**src/rtl/master_port.sv**
```systemverilog
// Bit-serial bus initiator. Local requests are shifted out MSB-first on wr_bus,
// and read data is shifted in from rd_bus. Every bit moves under a valid/ready handshake.
module master_port #(
    parameter int ADDR_WIDTH = 16,
    parameter int DATA_WIDTH = 8,
    parameter int TIMEOUT    = 32
) (
    input  logic                  clk,
    input  logic                  rstn,
    input  logic                  req_valid,
    output logic                  req_ready,
    input  logic                  req_wr,
    input  logic [ADDR_WIDTH-1:0] req_addr,
    input  logic [DATA_WIDTH-1:0] req_wdata,
    output logic                  resp_valid,
    output logic                  resp_err,
    output logic [DATA_WIDTH-1:0] resp_rdata,
    output logic                  mode,
    output logic                  wr_bus,
    output logic                  master_valid,
    output logic                  master_ready,
    input  logic                  rd_bus,
    input  logic                  slave_ready,
    input  logic                  slave_valid
);
    localparam int SW   = ADDR_WIDTH + DATA_WIDTH;
    localparam int MAXW = (ADDR_WIDTH > DATA_WIDTH) ? ADDR_WIDTH : DATA_WIDTH;
    localparam int CW   = $clog2(MAXW + 1);
    localparam int TW   = $clog2(TIMEOUT + 1);
    localparam logic [CW-1:0] ADDR_LAST = CW'(ADDR_WIDTH - 1);
    localparam logic [CW-1:0] DATA_LAST = CW'(DATA_WIDTH - 1);
    localparam logic [TW-1:0] TMO_LAST  = TW'(TIMEOUT - 1);

    typedef enum logic [2:0] {S_IDLE, S_ADDR, S_DATA, S_RX, S_GAP} state_t;

    state_t                state_q, state_d;
    logic [SW-1:0]         sh_q, sh_d;
    logic [DATA_WIDTH-1:0] rx_q, rx_d;
    logic [CW-1:0]         bit_q, bit_d;
    logic [TW-1:0]         tmo_q, tmo_d;
    logic                  req_ready_q, req_ready_d;
    logic                  resp_valid_q, resp_valid_d;
    logic                  resp_err_q, resp_err_d;
    logic [DATA_WIDTH-1:0] resp_rdata_q, resp_rdata_d;
    logic                  mode_q, mode_d;
    logic                  wr_bus_q, wr_bus_d;
    logic                  master_valid_q, master_valid_d;
    logic                  master_ready_q, master_ready_d;

    logic                  hs;
    logic                  to_gap;
    logic                  gap_err;
    logic [DATA_WIDTH-1:0] gap_rdata;
    logic [CW-1:0]         phase_last;

    assign hs         = master_valid_q && slave_ready;
    assign phase_last = (state_q == S_ADDR) ? ADDR_LAST : DATA_LAST;

    always_comb begin
        state_d        = state_q;
        sh_d           = sh_q;
        rx_d           = rx_q;
        bit_d          = bit_q;
        tmo_d          = tmo_q;
        req_ready_d    = 1'b0;
        resp_valid_d   = 1'b0;
        resp_err_d     = resp_err_q;
        resp_rdata_d   = resp_rdata_q;
        mode_d         = 1'b0;
        wr_bus_d       = 1'b0;
        master_valid_d = 1'b0;
        master_ready_d = 1'b0;
        to_gap         = 1'b0;
        gap_err        = 1'b0;
        gap_rdata      = '0;

        case (state_q)
            S_IDLE: begin
                req_ready_d = 1'b1;
                if (req_valid) begin
                    state_d        = S_ADDR;
                    sh_d           = {req_addr, req_wdata};
                    bit_d          = '0;
                    tmo_d          = '0;
                    req_ready_d    = 1'b0;
                    mode_d         = req_wr;
                    master_valid_d = 1'b1;
                    wr_bus_d       = req_addr[ADDR_WIDTH-1];
                end
            end
            S_ADDR, S_DATA: begin
                mode_d         = mode_q;
                master_valid_d = 1'b1;
                wr_bus_d       = wr_bus_q;
                if (hs) begin
                    // sh_q[SW-2] is the bit that becomes MSB after this shift
                    sh_d     = sh_q << 1;
                    tmo_d    = '0;
                    wr_bus_d = sh_q[SW-2];
                    bit_d    = bit_q + CW'(1);
                    if (bit_q == phase_last) begin
                        bit_d = '0;
                        if (state_q == S_DATA) begin
                            to_gap = 1'b1;
                        end else if (mode_q) begin
                            state_d = S_DATA;
                        end else begin
                            state_d        = S_RX;
                            rx_d           = '0;
                            master_valid_d = 1'b0;
                            master_ready_d = 1'b1;
                            wr_bus_d       = 1'b0;
                        end
                    end
                end else if (tmo_q == TMO_LAST) begin
                    to_gap  = 1'b1;
                    gap_err = 1'b1;
                end else begin
                    tmo_d = tmo_q + TW'(1);
                end
            end
            S_RX: begin
                mode_d         = mode_q;
                master_ready_d = 1'b1;
                if (slave_valid) begin
                    rx_d  = {rx_q[DATA_WIDTH-2:0], rd_bus};
                    tmo_d = '0;
                    bit_d = bit_q + CW'(1);
                    if (bit_q == DATA_LAST) begin
                        to_gap    = 1'b1;
                        gap_rdata = {rx_q[DATA_WIDTH-2:0], rd_bus};
                    end
                end else if (tmo_q == TMO_LAST) begin
                    to_gap  = 1'b1;
                    gap_err = 1'b1;
                end else begin
                    tmo_d = tmo_q + TW'(1);
                end
            end
            S_GAP: begin
                state_d     = S_IDLE;
                req_ready_d = 1'b1;
            end
            default: begin
                state_d     = S_IDLE;
                req_ready_d = 1'b1;
            end
        endcase

        // GAP quiets the bus for one cycle and carries the response pulse
        if (to_gap) begin
            state_d        = S_GAP;
            bit_d          = '0;
            tmo_d          = '0;
            mode_d         = 1'b0;
            wr_bus_d       = 1'b0;
            master_valid_d = 1'b0;
            master_ready_d = 1'b0;
            resp_valid_d   = 1'b1;
            resp_err_d     = gap_err;
            resp_rdata_d   = gap_rdata;
        end
    end

    always_ff @(posedge clk or negedge rstn) begin
        if (!rstn) begin
            state_q        <= S_IDLE;
            sh_q           <= '0;
            rx_q           <= '0;
            bit_q          <= '0;
            tmo_q          <= '0;
            req_ready_q    <= 1'b1;
            resp_valid_q   <= 1'b0;
            resp_err_q     <= 1'b0;
            resp_rdata_q   <= '0;
            mode_q         <= 1'b0;
            wr_bus_q       <= 1'b0;
            master_valid_q <= 1'b0;
            master_ready_q <= 1'b0;
        end else begin
            state_q        <= state_d;
            sh_q           <= sh_d;
            rx_q           <= rx_d;
            bit_q          <= bit_d;
            tmo_q          <= tmo_d;
            req_ready_q    <= req_ready_d;
            resp_valid_q   <= resp_valid_d;
            resp_err_q     <= resp_err_d;
            resp_rdata_q   <= resp_rdata_d;
            mode_q         <= mode_d;
            wr_bus_q       <= wr_bus_d;
            master_valid_q <= master_valid_d;
            master_ready_q <= master_ready_d;
        end
    end

    assign req_ready    = req_ready_q;
    assign resp_valid   = resp_valid_q;
    assign resp_err     = resp_err_q;
    assign resp_rdata   = resp_rdata_q;
    assign mode         = mode_q;
    assign wr_bus       = wr_bus_q;
    assign master_valid = master_valid_q;
    assign master_ready = master_ready_q;
endmodule

```
**config.mk**
```make
export PLATFORM = sky130hd
export DESIGN_NAME = master_port
export DESIGN_NICKNAME = d
export VERILOG_FILES = /design/src/rtl/master_port.sv
export SDC_FILE = /design/constraint.sdc
export NUM_CORES = 1
export LEC_CHECK = 0
export ABC_AREA = 1
export BUFFER_PORTS_ARGS = -buffer_cell sky130_fd_sc_hd__buf_4
export CORE_ASPECT_RATIO = 1.75
export CORE_MARGIN = 2
export CORE_UTILIZATION = 30
export DETAILED_ROUTE_END_ITERATION = 8
export HOLD_SLACK_MARGIN = 0.06
export SYNTH_ARGS = -nofsm -noshare
export SYNTH_HDL_FRONTEND = slang
export SYNTH_SLANG_ARGS = --single-unit
```
**constraint.sdc**
```tcl
create_clock -name clk -period 1.6 [get_ports clk]
set_input_delay 0.32 -clock clk [delete_from_list [all_inputs] [get_ports clk]]
set_output_delay 0.32 -clock clk [all_outputs]
set_load 0.02 [all_outputs]
```
# After elaboration in Yosys (flattened, before gate mapping)
# Index checks and enable logic that the tools add are counted.
totals:
  register_bits: 59
op_classes:
  n_addsub: 2
  n_reduce_logical: 12
  eq_ne: 19
  mux: 68
ops:
  columns: ["operator", "count"]
  rows:
  - ["2-to-1 mux 23 bit", 2]
  - ["one-hot mux 23 bit (2 select lines)", 1]
  - ["2-to-1 mux 7 bit", 5]
  - ["2-to-1 mux 1 bit", 30]
  - ["2-to-1 mux 6 bit", 5]
  - ["2-to-1 mux 5 bit", 5]
  - ["2-to-1 mux 8 bit", 3]
  - ["one-hot mux 6 bit (3 select lines)", 1]
  - ["2-to-1 mux 3 bit", 5]
  - ["inequality test 3 bit (second input constant)", 5]
  - ["one-hot mux 5 bit (3 select lines)", 1]
  - ["inequality test 2 bit (second input constant)", 7]
  - ["one-hot mux 1 bit (2 select lines)", 7]
  - ["one-hot mux 7 bit (2 select lines)", 1]
  - ["one-hot mux 3 bit (3 select lines)", 1]
  - ["adder 6 x 1 -> 6 bit (second input constant)", 1]
  - ["equality test 3 x 2 -> 1 bit (second input constant)", 2]
  - ["equality test 6 x 5 -> 1 bit (second input constant)", 1]
  - ["AND reduction 6 bit", 1]
  - ["adder 5 x 1 -> 5 bit (second input constant)", 1]
  - ["equality test 5 x 3 -> 1 bit (second input constant)", 1]
  - ["equality test 5 x 4 -> 1 bit", 1]
  - ["AND reduction 5 bit", 1]
  - ["2-to-1 mux 4 bit", 1]
  - ["other kinds (11)", 12]

# Depth between registers and ports, before layout
depth:
  depth_word: 8
  mapped_depth: 11

# Least setup slack after synthesis
# No wires, ideal clock.
synth_path:
  kind: "register to register"
  from: "register bit_q[0]"
  to: "register rx_q[4]"
  path_buffers: 1
  required_ps: 1474
  slack_ps: -16
  setup_ps: 126
  synth_period_minus_slack_ps: 1616
  stages_incl_launch_ff: 10
  arrival_time_ps: 1490
  cell_sequence: "dfrtp_1 -> ha_1 -> nand2_1 -> nor2_1 -> nand2_1 -> nand2_2 -> nand4_4 -> buf_6 -> nand2_1 -> o21ai_0"
synth_between:
  elab_chain_cells: 3
synth_rtl:
  columns: ["element", "line", "rtl"]
  rows:
  - ["start: declaration", "39", "logic [CW-1:0] bit_q, bit_d;"]
  - ["start signal: assignment", "184", "bit_q <= bit_d;"]
  - ["equality test 5 x 4 -> 1 bit", "101", "if (bit_q == phase_last) begin"]
  - ["inequality test 2 bit (no source line)", null, null]
  - ["AND reduction 6 bit (no source line)", null, null]
  - ["end signal: assignment", "183", "rx_q <= rx_d;"]
  - ["end: declaration", "38", "logic [DATA_WIDTH-1:0] rx_q, rx_d;"]
# No other way between the ends.
# A chain may end at the register's enable or synchronous reset.

# Worst setup path in the final report
layout_path:
  from: "register state_q[0]"
  to: "register sh_q[12]"
layout_between:
  elab_chain_cells: 4
layout_rtl:
  columns: ["element", "line", "rtl"]
  rows:
  - ["start: declaration", "36", "state_t state_q, state_d;"]
  - ["start signal: assignment", "181", "state_q <= state_d;"]
  - ["equality test 3 x 1 -> 1 bit or equality test 3 x 2 -> 1 bit (tied branches)", "77", "case (state_q)"]
  - ["OR reduction 2 bit", "77", null]
  - ["inequality test 2 bit (no source line) or nonzero test 2 bit (tied branches)", null, null]
  - ["AND reduction 3 bit (no source line)", null, null]
  - ["end signal: assignment", "168", "sh_q <= '0;"]
  - ["end signal: assignment", "182", "sh_q <= sh_d;"]
  - ["end: declaration", "37", "logic [SW-1:0] sh_q, sh_d;"]
# Several ways; a longest one is shown, not always the timed one.

==> flow_summary.yaml <==
worst_setup_path:
  cp_top_family: "flip-flops"
  path_buf_inv: 3
  cp_cell_sequence: "buf_6 > nand3_4 > nand2_4 > nand2_4 > nand2_4 > a21oi_4 > buf_12 > clkbuf_16 > o211ai_1 > o21ai_1"
  arrival_ns: 1.94
  start_kind: "flip-flop"
  max_stage_delay_ns: 0.45
  end_kind: "flip-flop"
  crit_top_cell: "nand2_4"
  criticalPathCategory: "flip-flop to flip-flop"
  cp_slowest_cell: "dfrtp_2"
  timing.reg2reg.setup_slack_ns: -0.09
  crit_fanout: 6
  required_ns: 1.85
timing:
  rsz0062_at_grt: "true"
  setup_ws_ns: -0.0894
  hold_viol: 0
  fin_crit_ns: 1.69
  setup_viol: 26
  finalCritPeriodShare_pct: 106
  setup-tns-final_ns: -1.21
  final_max_slew_viol_count: 0
  worst_slew_pin_slew_ns: 0.367
  fmax_ghz: 0.592
  fin_skew_ns: 0.00562
  relSlewSlack_pct: 75.5
grt:
  antenna_found_initial: 0
  overflow: 0
  gr-usage-all-layers_pct: 15.1
  grt_pass1_vias: 2704
  grt_max_degree: 47
  grt_pass1_wl_mm: 12.6
place:
  placed_cell_area_mm2: 0.00366
  dp_hpwl_mm: 5.48
  routabilityCongestion: 0.867
  pre_cts_slack_ns: -0.0102
  io_buffers: 45
logic_synthesis:
  synth-seq-area-share_pct: 49.7
  yosys_warnings: 0
  syn_area_mm2: 0.00297
  syn_avg_cell_area_um2: 8.19
  syn_nets: 396
  ys_ff_latch: 59
  syn_inst: 363
  ys_types: 27
clock_tree:
  clk_latency_ns: 0.33
  cts_tree: "done"
  cts_inserted_buffers: 9
  htreeDepth: 3
  path_clk_slew_ns: 0.05
  cts.path.max_buffers: 2
  clockRootBuffer: "clkbuf_16"
  cts.sinks: 59
power:
  power_density_mw_per_mm2: 2070
  ir_worst_vdd_mv: 1.01
  total_leakage_power_nw: 2.13
final_layout:
  fin_nets: 484
  final.fill_count: 924
  drive_above_1_share_pct: 34.9
  n_antenna_cell: 0
  area_delta_synth_final_pct: 48.4
  seqCellArea_mm2: 0.00148
  fin_area_mm2: 0.00441
  multi_input_area_mm2: 0.00144
job:
  drv_cap: 0
die:
  io_pins: 46
  start_util_pct: 30.6
  die_x_um: 79.3
  die-area_mm2: 0.0108
  die_height_um: 136
  rows: 48
  core_mm2: 0.00973
detailed_routing:
  drc: 0
  via_count: 2863
  antenna_left: 0
  vias_per_cell: 4.93
  initialDrtViolationCount: 103
  routed_wl_mm: 8.67
  first_pass_iters: 4
  wl_per_cell_um: 14.9
status:
  status: "finished, violations left"
  violations: "negative setup slack"
min_path:
  hp-class: "input pin to flip-flop"
logic make-up after synthesis:
| group | Yosys count | share of synthesized area (%) |
|---|---|---|
| buf+inv | 58 | 8.46 |
| simple gates | 164 | 24.5 |
| fa+ha+maj | 2 | 0.842 |
| mux | 1 | 0.337 |
| xor+xnor | 4 | 1.18 |
| flops | 59 | 49.7 |
| compound gates | 75 | 14.9 |
registers in the layout (all words and copies together) (netlist names):
| signal | count |
|---|---|
| master_valid | 1 |
| req_ready | 1 |
| mode | 1 |
| rx_q | 7 |
| resp_err | 1 |
| resp_valid | 1 |
| resp_rdata | 8 |
| bit_q | 5 |
| tmo_q | 6 |
| sh_q | 23 |
| master_ready | 1 |
| wr_bus | 1 |
| state_q | 3 |
tightest hold or removal path: stages:
cell	delay, ns
buf_4	0.08
nand3_2	0.05
o21ai_1	0.06
cell type report:
cell class / count / share of cell area (%)
clock buffer: 12 / 6.04
clock inverter: 4 / 1.08
inverter: 43 / 3.72
multi-input combinational: 247 / 32.7
sequential: 59 / 33.6
tap: 125 / 3.55
timing repair buffer: 91 / 19.3
per-layer routing:
layer  global-route usage [%]  share of wire (%)  routed length [um]  vias to the layer above
met5                        0                  0                   0                        -
met4                     8.43                3.1                 267                        0
met3                     4.67                3.9                 339                       23
met2                     25.4                 54                4690                       76
met1                     16.7                 39                3370                     1372
li1                         -                  -                   -                     1392
placed cells by master, fill, tap and decap left out, types with 2 or more instances in the layout:
master,Yosys,layout
nand2_1,88,74
buf_4,1,74
dfrtp_1,58,56
inv_1,41,38
nand3_1,38,33
o21ai_1,8,30
o211ai_1,22,22
nand2_2,5,14
nor2_1,20,14
clkbuf_16,0,13
nand4_1,10,10
o21ai_0,39,9
o21ai_2,0,6
nand2_4,0,5
buf_6,3,5
buf_12,0,5
nor2_4,0,4
inv_2,2,4
nand3_2,0,4
nor2_2,1,3
a21oi_1,4,3
clkbuf_8,0,3
o21ai_4,0,2
xor2_1,2,2
nand4_4,1,2
xnor2_1,2,2
clkinv_2,0,2
buf_8,0,2
dfrtp_2,0,2
final timing paths:
path	start	end	cells after the start
setup reg to reg	state_q[0]$_DFFE_PN0P_	sh_q[12]$_DFFE_PN0P_	10
min in group asynchronous	rstn	sh_q[8]$_DFFE_PN0P_	2
hold / removal	req_wdata[0]	sh_q[0]$_DFFE_PN0P_	3
setup / recovery	state_q[0]$_DFFE_PN0P_	sh_q[12]$_DFFE_PN0P_	10
hold reg to reg	resp_rdata[2]$_DFFE_PN0N_	resp_rdata[2]$_DFFE_PN0N_	2
max in group asynchronous	rstn	req_ready$_DFF_PN1_	3
per-stage QoR:
step / hold WS (ns) / utilization [%] / instances / total power, mW
3_3_place_gp: 0.238 / 37.6 / 548 / 5.60
6_report: 0.233 / 45.3 / 581 / 9.12
3_5_place_dp: 0.245 / 37.6 / 548 / 5.68
4_1_cts: 0.219 / 41.0 / 565 / 7.74
5_1_grt: 0.233 / 45.3 / 581 / 9.76
2_1_floorplan: 0.0244 / - / 363 / 4.52
Yosys cell counts (all sizes together):
master,number,area (um^2)
nand2,93,362
dfrtp,58,1450
o21ai,47,235
inv,43,161
nand3,38,190
o211ai,22,165
nor2,21,81.3
buf,12,78.8
nand4,11,83.8
a21oi,5,36.3
clkbuf,3,11.3
ha,2,25.0
xnor2,2,17.5
xor2,2,17.5
dfstp,1,26.3
mux2i,1,10.0
nor4,1,12.5
o21a,1,7.51
power breakdown:
group / internal, mW / switching, mW
sequential: 1.98 / 0.223
clock: 1.32 / 0.673
combinational: 2.16 / 2.75
timing repair:
action                                  4_1_cts  5_1_grt
resized for setup                             3       85
setup buffers                                 0        8
gates cloned                                  0        8
hold buffers                                  1        0
pin swaps                                     2       16
endpoints found under the setup margin        9       58
endpoints found under the hold margin        22        0
(Power assumes the default switching activity.)
